`src/rtl/uart_pkg.sv`:
```
// Shared constants for the parameterised UART transmitter: parity modes,
// FSM state encoding and the parity-bit helper.
package uart_pkg;

    localparam int PAR_NONE = 32'sd0;
    localparam int PAR_ODD  = 32'sd1;
    localparam int PAR_EVEN = 32'sd2;

    // Each state names the bit currently driven on txd.
    typedef enum logic [2:0] {
        ST_IDLE   = 3'd0,
        ST_START  = 3'd1,
        ST_DATA   = 3'd2,
        ST_PARITY = 3'd3,
        ST_STOP   = 3'd4
    } tx_state_e;

    function automatic logic parity_bit(input logic data_xor, input int mode);
        return (mode == PAR_ODD) ? ~data_xor : data_xor;
    endfunction

endpackage

```
`src/rtl/uart_tx_fifo.sv`:
```
// Transmit word FIFO: power-of-two depth, wrapping pointers, explicit occupancy.
// A push is refused while full, even if a pop happens on the same clock.
module uart_tx_fifo
    import uart_pkg::*;
#(
    parameter int WIDTH = 8,
    parameter int DEPTH = 4
) (
    input  logic                     clk,
    input  logic                     rstn,
    input  logic                     push,
    input  logic [WIDTH-1:0]         wdata,
    input  logic                     pop,
    output logic [WIDTH-1:0]         rdata,
    output logic                     full,
    output logic                     empty,
    output logic [$clog2(DEPTH):0]   level
);
    localparam int AW = $clog2(DEPTH);
    localparam logic [AW-1:0] PTR_ONE  = AW'(1);
    localparam logic [AW:0]   LVL_ONE  = (AW + 1)'(1);
    localparam logic [AW:0]   LVL_FULL = (AW + 1)'(DEPTH);

    logic [WIDTH-1:0] r_mem [DEPTH];
    logic [AW-1:0]    r_wr_ptr;
    logic [AW-1:0]    r_rd_ptr;
    logic [AW:0]      r_level;
    logic             w_do_push;
    logic             w_do_pop;

    assign full      = (r_level == LVL_FULL);
    assign empty     = (r_level == {(AW + 1){1'b0}});
    assign level     = r_level;
    assign rdata     = r_mem[r_rd_ptr];
    assign w_do_push = push & ~full;
    assign w_do_pop  = pop & ~empty;

    // Storage array; contents need no reset since level gates every read.
    always_ff @(posedge clk) begin
        if (w_do_push) begin
            r_mem[r_wr_ptr] <= wdata;
        end
    end

    // Pointer and occupancy bookkeeping; simultaneous push and pop keep the level.
    always_ff @(posedge clk or negedge rstn) begin
        if (!rstn) begin
            r_wr_ptr <= {AW{1'b0}};
            r_rd_ptr <= {AW{1'b0}};
            r_level  <= {(AW + 1){1'b0}};
        end else begin
            if (w_do_push) begin
                r_wr_ptr <= r_wr_ptr + PTR_ONE;
            end
            if (w_do_pop) begin
                r_rd_ptr <= r_rd_ptr + PTR_ONE;
            end
            case ({w_do_push, w_do_pop})
                2'b10:   r_level <= r_level + LVL_ONE;
                2'b01:   r_level <= r_level - LVL_ONE;
                default: r_level <= r_level;
            endcase
        end
    end

endmodule

```
`src/rtl/uart_tx_param.sv`:
```
// Parameterised UART transmitter: FIFO-fed, baud_tick paced, back-to-back
// frames with no idle bit when more words are queued.
module uart_tx_param
    import uart_pkg::*;
#(
    parameter int DATA_BITS  = 8,
    parameter int PARITY     = 0,
    parameter int STOP_BITS  = 1,
    parameter int FIFO_DEPTH = 4
) (
    input  logic                          clk,
    input  logic                          rstn,
    input  logic                          baud_tick,
    input  logic                          in_valid,
    input  logic [DATA_BITS-1:0]          in_data,
    output logic                          in_ready,
    output logic                          txd,
    output logic                          busy,
    output logic                          frame_done,
    output logic [$clog2(FIFO_DEPTH):0]   fifo_level
);
    localparam logic [3:0] LAST_BIT  = 4'(DATA_BITS - 1);
    localparam logic [3:0] CNT_ONE   = 4'd1;
    localparam logic       LAST_STOP = 1'(STOP_BITS - 1);

    tx_state_e            r_state;
    logic [DATA_BITS-1:0] r_shift;
    logic [3:0]           r_bit_cnt;
    logic                 r_stop_cnt;
    logic                 r_par;
    logic                 r_txd;
    logic                 r_busy;
    logic                 r_frame_done;
    logic                 r_rdy;

    logic                 w_full;
    logic                 w_empty;
    logic                 w_push;
    logic                 w_pop;
    logic                 w_last_stop;
    logic [DATA_BITS-1:0] w_rdata;

    assign in_ready    = r_rdy & ~w_full;
    assign w_push      = in_valid & in_ready;
    assign w_last_stop = (r_state == ST_STOP) && (r_stop_cnt == LAST_STOP);
    assign w_pop       = baud_tick & ~w_empty & ((r_state == ST_IDLE) | w_last_stop);

    assign txd        = r_txd;
    assign busy       = r_busy;
    assign frame_done = r_frame_done;

    uart_tx_fifo #(
        .WIDTH (DATA_BITS),
        .DEPTH (FIFO_DEPTH)
    ) u_fifo (
        .clk   (clk),
        .rstn  (rstn),
        .push  (w_push),
        .wdata (in_data),
        .pop   (w_pop),
        .rdata (w_rdata),
        .full  (w_full),
        .empty (w_empty),
        .level (fifo_level)
    );

    // Holds in_ready low until the first clock edge after reset release.
    always_ff @(posedge clk or negedge rstn) begin
        if (!rstn) begin
            r_rdy <= 1'b0;
        end else begin
            r_rdy <= 1'b1;
        end
    end

    // Frame sequencer; every state, counter and txd change waits for baud_tick.
    always_ff @(posedge clk or negedge rstn) begin
        if (!rstn) begin
            r_state      <= ST_IDLE;
            r_shift      <= {DATA_BITS{1'b0}};
            r_bit_cnt    <= 4'd0;
            r_stop_cnt   <= 1'b0;
            r_par        <= 1'b0;
            r_txd        <= 1'b1;
            r_busy       <= 1'b0;
            r_frame_done <= 1'b0;
        end else begin
            r_frame_done <= 1'b0;
            if (baud_tick) begin
                case (r_state)
                    ST_IDLE: begin
                        if (!w_empty) begin
                            r_shift <= w_rdata;
                            r_par   <= parity_bit(^w_rdata, PARITY);
                            r_txd   <= 1'b0;
                            r_busy  <= 1'b1;
                            r_state <= ST_START;
                        end else begin
                            r_txd <= 1'b1;
                        end
                    end
                    ST_START: begin
                        r_txd     <= r_shift[0];
                        r_shift   <= {1'b0, r_shift[DATA_BITS-1:1]};
                        r_bit_cnt <= 4'd0;
                        r_state   <= ST_DATA;
                    end
                    ST_DATA: begin
                        if (r_bit_cnt != LAST_BIT) begin
                            r_txd     <= r_shift[0];
                            r_shift   <= {1'b0, r_shift[DATA_BITS-1:1]};
                            r_bit_cnt <= r_bit_cnt + CNT_ONE;
                        end else if (PARITY != PAR_NONE) begin
                            r_txd   <= r_par;
                            r_state <= ST_PARITY;
                        end else begin
                            r_txd      <= 1'b1;
                            r_stop_cnt <= 1'b0;
                            r_state    <= ST_STOP;
                        end
                    end
                    ST_PARITY: begin
                        r_txd      <= 1'b1;
                        r_stop_cnt <= 1'b0;
                        r_state    <= ST_STOP;
                    end
                    ST_STOP: begin
                        if (r_stop_cnt != LAST_STOP) begin
                            r_txd      <= 1'b1;
                            r_stop_cnt <= r_stop_cnt + 1'b1;
                        end else begin
                            // End of frame: chain straight into the next start bit if a word waits.
                            r_frame_done <= 1'b1;
                            if (!w_empty) begin
                                r_shift <= w_rdata;
                                r_par   <= parity_bit(^w_rdata, PARITY);
                                r_txd   <= 1'b0;
                                r_state <= ST_START;
                            end else begin
                                r_txd   <= 1'b1;
                                r_busy  <= 1'b0;
                                r_state <= ST_IDLE;
                            end
                        end
                    end
                    default: begin
                        r_txd   <= 1'b1;
                        r_busy  <= 1'b0;
                        r_state <= ST_IDLE;
                    end
                endcase
            end
        end
    end

endmodule

```
`config.mk`:
```
export PLATFORM = sky130hd
export DESIGN_NAME = uart_tx_param
export DESIGN_NICKNAME = d
export VERILOG_FILES = /design/src/rtl/uart_pkg.sv /design/src/rtl/uart_tx_fifo.sv /design/src/rtl/uart_tx_param.sv
export SDC_FILE = /design/constraint.sdc
export NUM_CORES = 1
export LEC_CHECK = 0
export CAP_MARGIN = 5
export CORE_MARGIN = 1.5
export CORE_UTILIZATION = 50
export DETAILED_ROUTE_END_ITERATION = 10
export GPL_TIMING_DRIVEN = 0
export HOLD_SLACK_MARGIN = 0.06
export PLACE_DENSITY = 0.73
export SYNTH_ARGS = -nofsm -noshare
export SYNTH_HDL_FRONTEND = slang
export SYNTH_SLANG_ARGS = --single-unit
```
`constraint.sdc`:
```
create_clock -name clk -period 3.7 [get_ports clk]
set_input_delay 0.37 -clock clk [delete_from_list [all_inputs] [get_ports clk]]
set_output_delay 0.37 -clock clk [all_outputs]
set_load 0.1 [all_outputs]
```
* Word-level counts from Yosys, hierarchy flattened
Memory sizes are Yosys's and may differ from the RTL's.
Index checks and enable logic that the tools add are counted.
** Storage, ports and cells
- Logic and storage cells :: 83
- Bits in read-only memories :: 0
- Output and inout bits :: 7
- Bits in latches :: 0
- Memories :: 1
- Flip-flop bits (word level) :: 27
- Bits in writable memories :: 32
** Memory list
- u_fifo.r_mem :: depth 4, width 8, rd ports 1, clocked after memory_dff 0, wr ports 1, line uart_tx_fifo.sv:24 : logic [WIDTH-1:0] r_mem [DEPTH];
** Cells by class
- Add/sub/neg operators :: 6
- Bitwise operators :: 11
- Div/mod/pow operators :: 0
- Equality and inequality tests :: 13
- Order comparisons :: 0
- Reductions and logical operators :: 13
- $mul :: 0
- Muxes and demuxes :: 28
- Shift-type cells :: 0
** Operator list (number)
- $pmux 8 s4 :: 1
- $mux 8 :: 3
- $pmux 3 s5 :: 1
- $mux 1 :: 14
- $mux 3 :: 3
- $ne 2x2->1 const B :: 4
- $pmux 4 s2 :: 1
- $reduce_and 4->1 :: 2
- $and 1x1->1 :: 6
- $eq 3x2->1 const B :: 2
- $eq 3x3->1 const B :: 2
- $logic_not 3->1 :: 2
- $pmux 1 s3 :: 2
- $pmux 3 s2 :: 1
- $reduce_and 3->1 :: 2
- $reduce_and 5->1 :: 1
- $add 2x1->2 const B :: 2
- $add 4x1->4 const B :: 1
- $mux 4 :: 1
- $ne 4x3->1 const B :: 1
- $not 1->1 :: 4
- $pmux 1 s4 :: 1
- $reduce_bool 2->1 :: 2
- $reduce_bool 4->1 :: 1
- other kinds (11) :: 11

* Depth between registers and ports, before layout
- Depth in word-level cells :: 7
- Gate-level depth with buffers :: 9

* Hierarchy
From an unflattened synthesis, not the netlist that was laid out.
** Second synthesis, totals
- Cells, all modules :: 176
- Area, all modules :: 2627.5 um^2
** Modules (own cells, without submodules)
- uart_tx_fifo :: cells each 80, times used 1, seq. area each 1136.1 um^2, area an instance 1584.0 um^2
- uart_tx_param :: cells each 96, times used 1, seq. area each 476.7 um^2, area an instance 1043.5 um^2

* Worst setup path after synthesis
OpenSTA, ideal clock, no wires.
- Kind :: reg2reg
- From :: reg u_fifo.r_level[1] (netlist: u_fifo.level[1])
- To :: reg u_fifo.r_level[2] (netlist: u_fifo.level[2])
- Setup slack :: -1.298 ns
- Clock period less this slack :: 4.998 ns
- Library setup time :: 0.163 ns
- Data arrival time :: 4.836 ns
- Buffers on the path :: 0
- Stages on the path, launching flop included :: 10
- Cell sequence :: dfrtp_1 > nor2_1 > a21boi_0 > and2_1 > inv_1 > ha_1 > fa_1 > xnor2_1 > nor2_1 > xor2_1
** Between the ends
- Word-level cells in the longest chain between the ends :: 7
** Ends and longest elaborated chain
- from (decl) :: line uart_tx_fifo.sv:27 : logic [AW:0] r_level;
- from (signal assigned) :: line uart_tx_fifo.sv:50 : r_level <= {(AW + 1){1'b0}};
- from (signal assigned) :: line uart_tx_fifo.sv:59 : 2'b10: r_level <= r_level + LVL_ONE;
- from (signal assigned) :: line uart_tx_fifo.sv:60 : 2'b01: r_level <= r_level - LVL_ONE;
- $eq 3x3->1 (*) :: line uart_tx_fifo.sv:31 : assign full = (r_level == LVL_FULL);
- $not 1->1 (*) :: line uart_tx_param.sv:43 : assign in_ready = r_rdy & ~w_full;
- $and 1x1->1 (*) :: line uart_tx_param.sv:43
- via in_ready :: line uart_tx_param.sv:16 : output logic in_ready,
- $and 1x1->1 (*) :: line uart_tx_param.sv:44 : assign w_push = in_valid & in_ready;
- $and 1x1->1 (*) :: line uart_tx_fifo.sv:35 : assign w_do_push = push & ~full;
- $eq 2x1->1 / $eq 2x2->1 (equally long branches) :: line uart_tx_fifo.sv:58 : case ({w_do_push, w_do_pop})
- $pmux 3 s2 / $reduce_bool 2->1 (equally long branches)
The timed path passes the listed nets; every way through them passes the cells marked *.
A chain may end at the register's enable or synchronous reset.

* Worst setup path in the final report
- From :: reg u_fifo.r_level[0] (netlist: u_fifo.level[0])
- To :: out in_ready
** Between the ends
- Word-level cells in the longest chain between the ends :: 3
** Ends and longest elaborated chain (line)
- $eq 3x3->1 :: uart_tx_fifo.sv:31
- $not 1->1 :: uart_tx_param.sv:43
- $and 1x1->1 :: uart_tx_param.sv:43
- to (decl) :: uart_tx_param.sv:16
Every way passes these cells.

==> results.cfg <==
[detailed_routing]
routed_wl_um = 4395
vias_per_cell = 5.341
drc_errors = 0
dr.first_iter.drc_count = 53
wl_per_cell_um = 16.84
dr_total_vias = 1394
drt_pass1_iterations = 6
ant_nets = 0

[die]
io_pins = 19
die_h_um = 73.87
fp.dieArea_mm2 = 0.005457
num_rows = 25
die_w_um = 73.87
core_area_mm2 = 0.004786
initial_core_util = 0.5247

[power_and_ir_drop]
swShare = 0.3690
power.clock.fraction = 0.230
seqPwrFrac = 0.356
pwr-share-comb = 0.414
p_leak_nw = 1.160
max-vdd-ir-drop_uv = 580.9
powerDensity_mw_per_mm2 = 903.7
power_switching_w = 0.001005
p_int_w = 0.001719

[placement]
portBuffers = 17
dpl.cell_count = 244
gp_congestion = 0.8244
hpwl_um = 3007

[grt]
antenna_found_initial = 0
grt_pass1_vias = 1533
overflow = 0
grt_pass1_wl_um = 7431
grt_start_max_net_pins = 27
grt.total_usage = 0.1940

[cts]
cts_hold_buffers = 0
clkSinkCount = 58
h-tree-depth = 3
cts.repair.resized = 0
clkTransAtPathRegs_ns = 0.07
post_cts_buffers = 0
cts_tree = built
clk_latency_ns = 0.33
clock_path_buffers = 2
cts_buffers = 9
clk_root_buffer_cell = clkbuf_8

[job]
max_cap_viol_count = 0

[logic_synthesis]
synth.avg_cell_area_um2 = 15.69
synth_top_area_cell = edfxtp_1
synth_commonest_cells = edfxtp_1 (32), dfrtp_1 (25), mux2_2 (16)
synth_area_leaders = edfxtp_1 (38%), dfrtp_1 (25%), mux2_2 (7.2%)
ys_warn_count = 0
synth-edff-count = 32
synth_nets = 179
synth_area_mm2 = 0.002511
synth_flop_cell = edfxtp_1
async_reset_ff_frac = 0.4483
yosysMostFrequentCell = edfxtp_1
synth-seq-cells = 58
yosysUniqueCellTypes = 41
synthCells = 160
synth_top_area_frac = 0.3827
seq_area_frac_synth = 0.6423

[critical_path]
slowest_delay_ns = 1.18
crit_chain = nor2_1 -> a21boi_2 -> clkdlybuf4s50_1
cp_top_family = buffers and inverters
crit_slowest_cell = clkdlybuf4s50_1
cp-start-kind = register
worstSetupPathType = register to primary output
worst-path-buf-inv = 1
worst_setup_path_end_kind = primary output
required_ns = 3.33
crit_fanout = 6
arrival_ns = 2.30

[timing]
setup_viol = 0
worst_pin_slew_ns = 0.9675
period_share = 0.7225
hold_violations = 0
slew-limit-headroom = 0.3530
fmax_ghz = 0.3741
rsz0062_at_grt = false
setup_tns_ns = 0
drv_slew = 0
finalCriticalPeriod_ns = 2.673
clock_skew_ns = 0.006304

[run_status]
status = finished, final reports clean

[finish]
drive_gt1_frac = 0.2629
nets = 208
nFillCells = 360
postLayoutCoreUtil = 0.6298
syn_to_final_growth_pct = 20.03
antenna_cells = 0
multi_input_area_um2 = 834.6
seq_area_mm2 = 0.001613
finalNonFillerCells = 261

[min_path]
worstHoldPathType = primary input to register
==> final timing paths <==
| check | startpoint | end | slack (ns) | depth (start not counted) |
|---|---|---|---|---|
| worst max-delay path | u_fifo.level[0] | in_ready | 1.03 | 3 |
| worst min-delay path | baud_tick | r_state[1] | 0.35 | 2 |
| worst max register to register | r_state[0] | u_fifo.level[1] | 1.26 | 5 |
| worst min register to register | r_shift[4] | r_shift[4] | 0.50 | 1 |
| max in group asynchronous | rstn | u_fifo.r_rd_ptr[1] | 2.81 | 2 |
| min in group asynchronous | rstn | r_bit_cnt[1] | 0.41 | 1 |
==> flip-flops by register name, indices dropped and copies added (netlist names) <==
| signal | flops |
|---|---|
| r_rdy | 1 |
| frame_done | 1 |
| r_state | 3 |
| u_fifo.r_wr_ptr | 2 |
| r_bit_cnt | 4 |
| r_shift | 8 |
| u_fifo.r_mem | 32 |
| u_fifo.level | 3 |
| busy | 1 |
| u_fifo.r_rd_ptr | 2 |
| txd | 1 |
==> metal layers <==
metal | GRT usage | vias to the layer above | part of all wire
met3 | 0.05350 | 7 | 0.028
li1 | - | 661 | -
met5 | 0 | - | 0
met1 | 0.2301 | 694 | 0.42
met2 | 0.3263 | 32 | 0.54
met4 | 0.09259 | 0 | 0.016
==> kinds of logic after synthesis <==
group / synth area share
multiplexers: 0.1435
adder cells (fa/ha/maj): 0.03787
XOR/XNOR: 0.02442
AND/OR/NAND/NOR: 0.06378
buffers and inverters: 0.02690
flip-flops: 0.6423
AO/OA/AOI/OAI: 0.05980
other: 0.001493
==> metrics by stage <==
step | setup WS [ns] | hold slack [ns] | power, W | instance area, um^2
after floorplan | 0.2012 | 0.07441 | 0.001843 | 2515
after global placement | 1.257 | 0.4827 | 0.002036 | 2769
after detailed placement | 1.211 | 0.4961 | 0.002104 | 2769
after CTS | 1.008 | 0.3317 | 0.002748 | 2987
after global routing | 0.9403 | 0.3566 | 0.002880 | 3014
final | 1.027 | 0.3542 | 0.002724 | 3014
==> layout by cell type (no fill, tap or decap), types with 3 or more instances in the layout <==
master and n:
ha_1 6, o21ai_0 4, nor3_1 4, inv_1 8
clkbuf_8 9, buf_2 3, nand2_1 3, dfrtp_1 25
and3_1 7, clkdlybuf4s50_1 17, xnor2_1 5, edfxtp_1 32
a21oi_1 3, nor2_1 4, mux2_2 16, mux4_2 8
==> power by group through the flow <==
stage,Clock [W],Combinational [W],Sequential [W]
after global routing,0.000666,0.00122,0.000991
after CTS,0.000638,0.00114,0.000972
final,0.000627,0.00113,0.000970
after global placement,0,0.00107,0.000964
after floorplan,0,0.000693,0.00115
after detailed placement,0,0.00112,0.000981
==> layout make-up <==
type                    instances  area share
plain buffers                   6     0.01245
inverters                       8    0.009963
flip-flops and latches         58      0.5351
well taps                      67     0.02781
clock inverters                 7     0.03113
clock buffers                   9     0.04110
repair buffers                 18     0.06559
multi-input cells              88      0.2769
No activity file was read; power rests on OpenSTA's default activity.
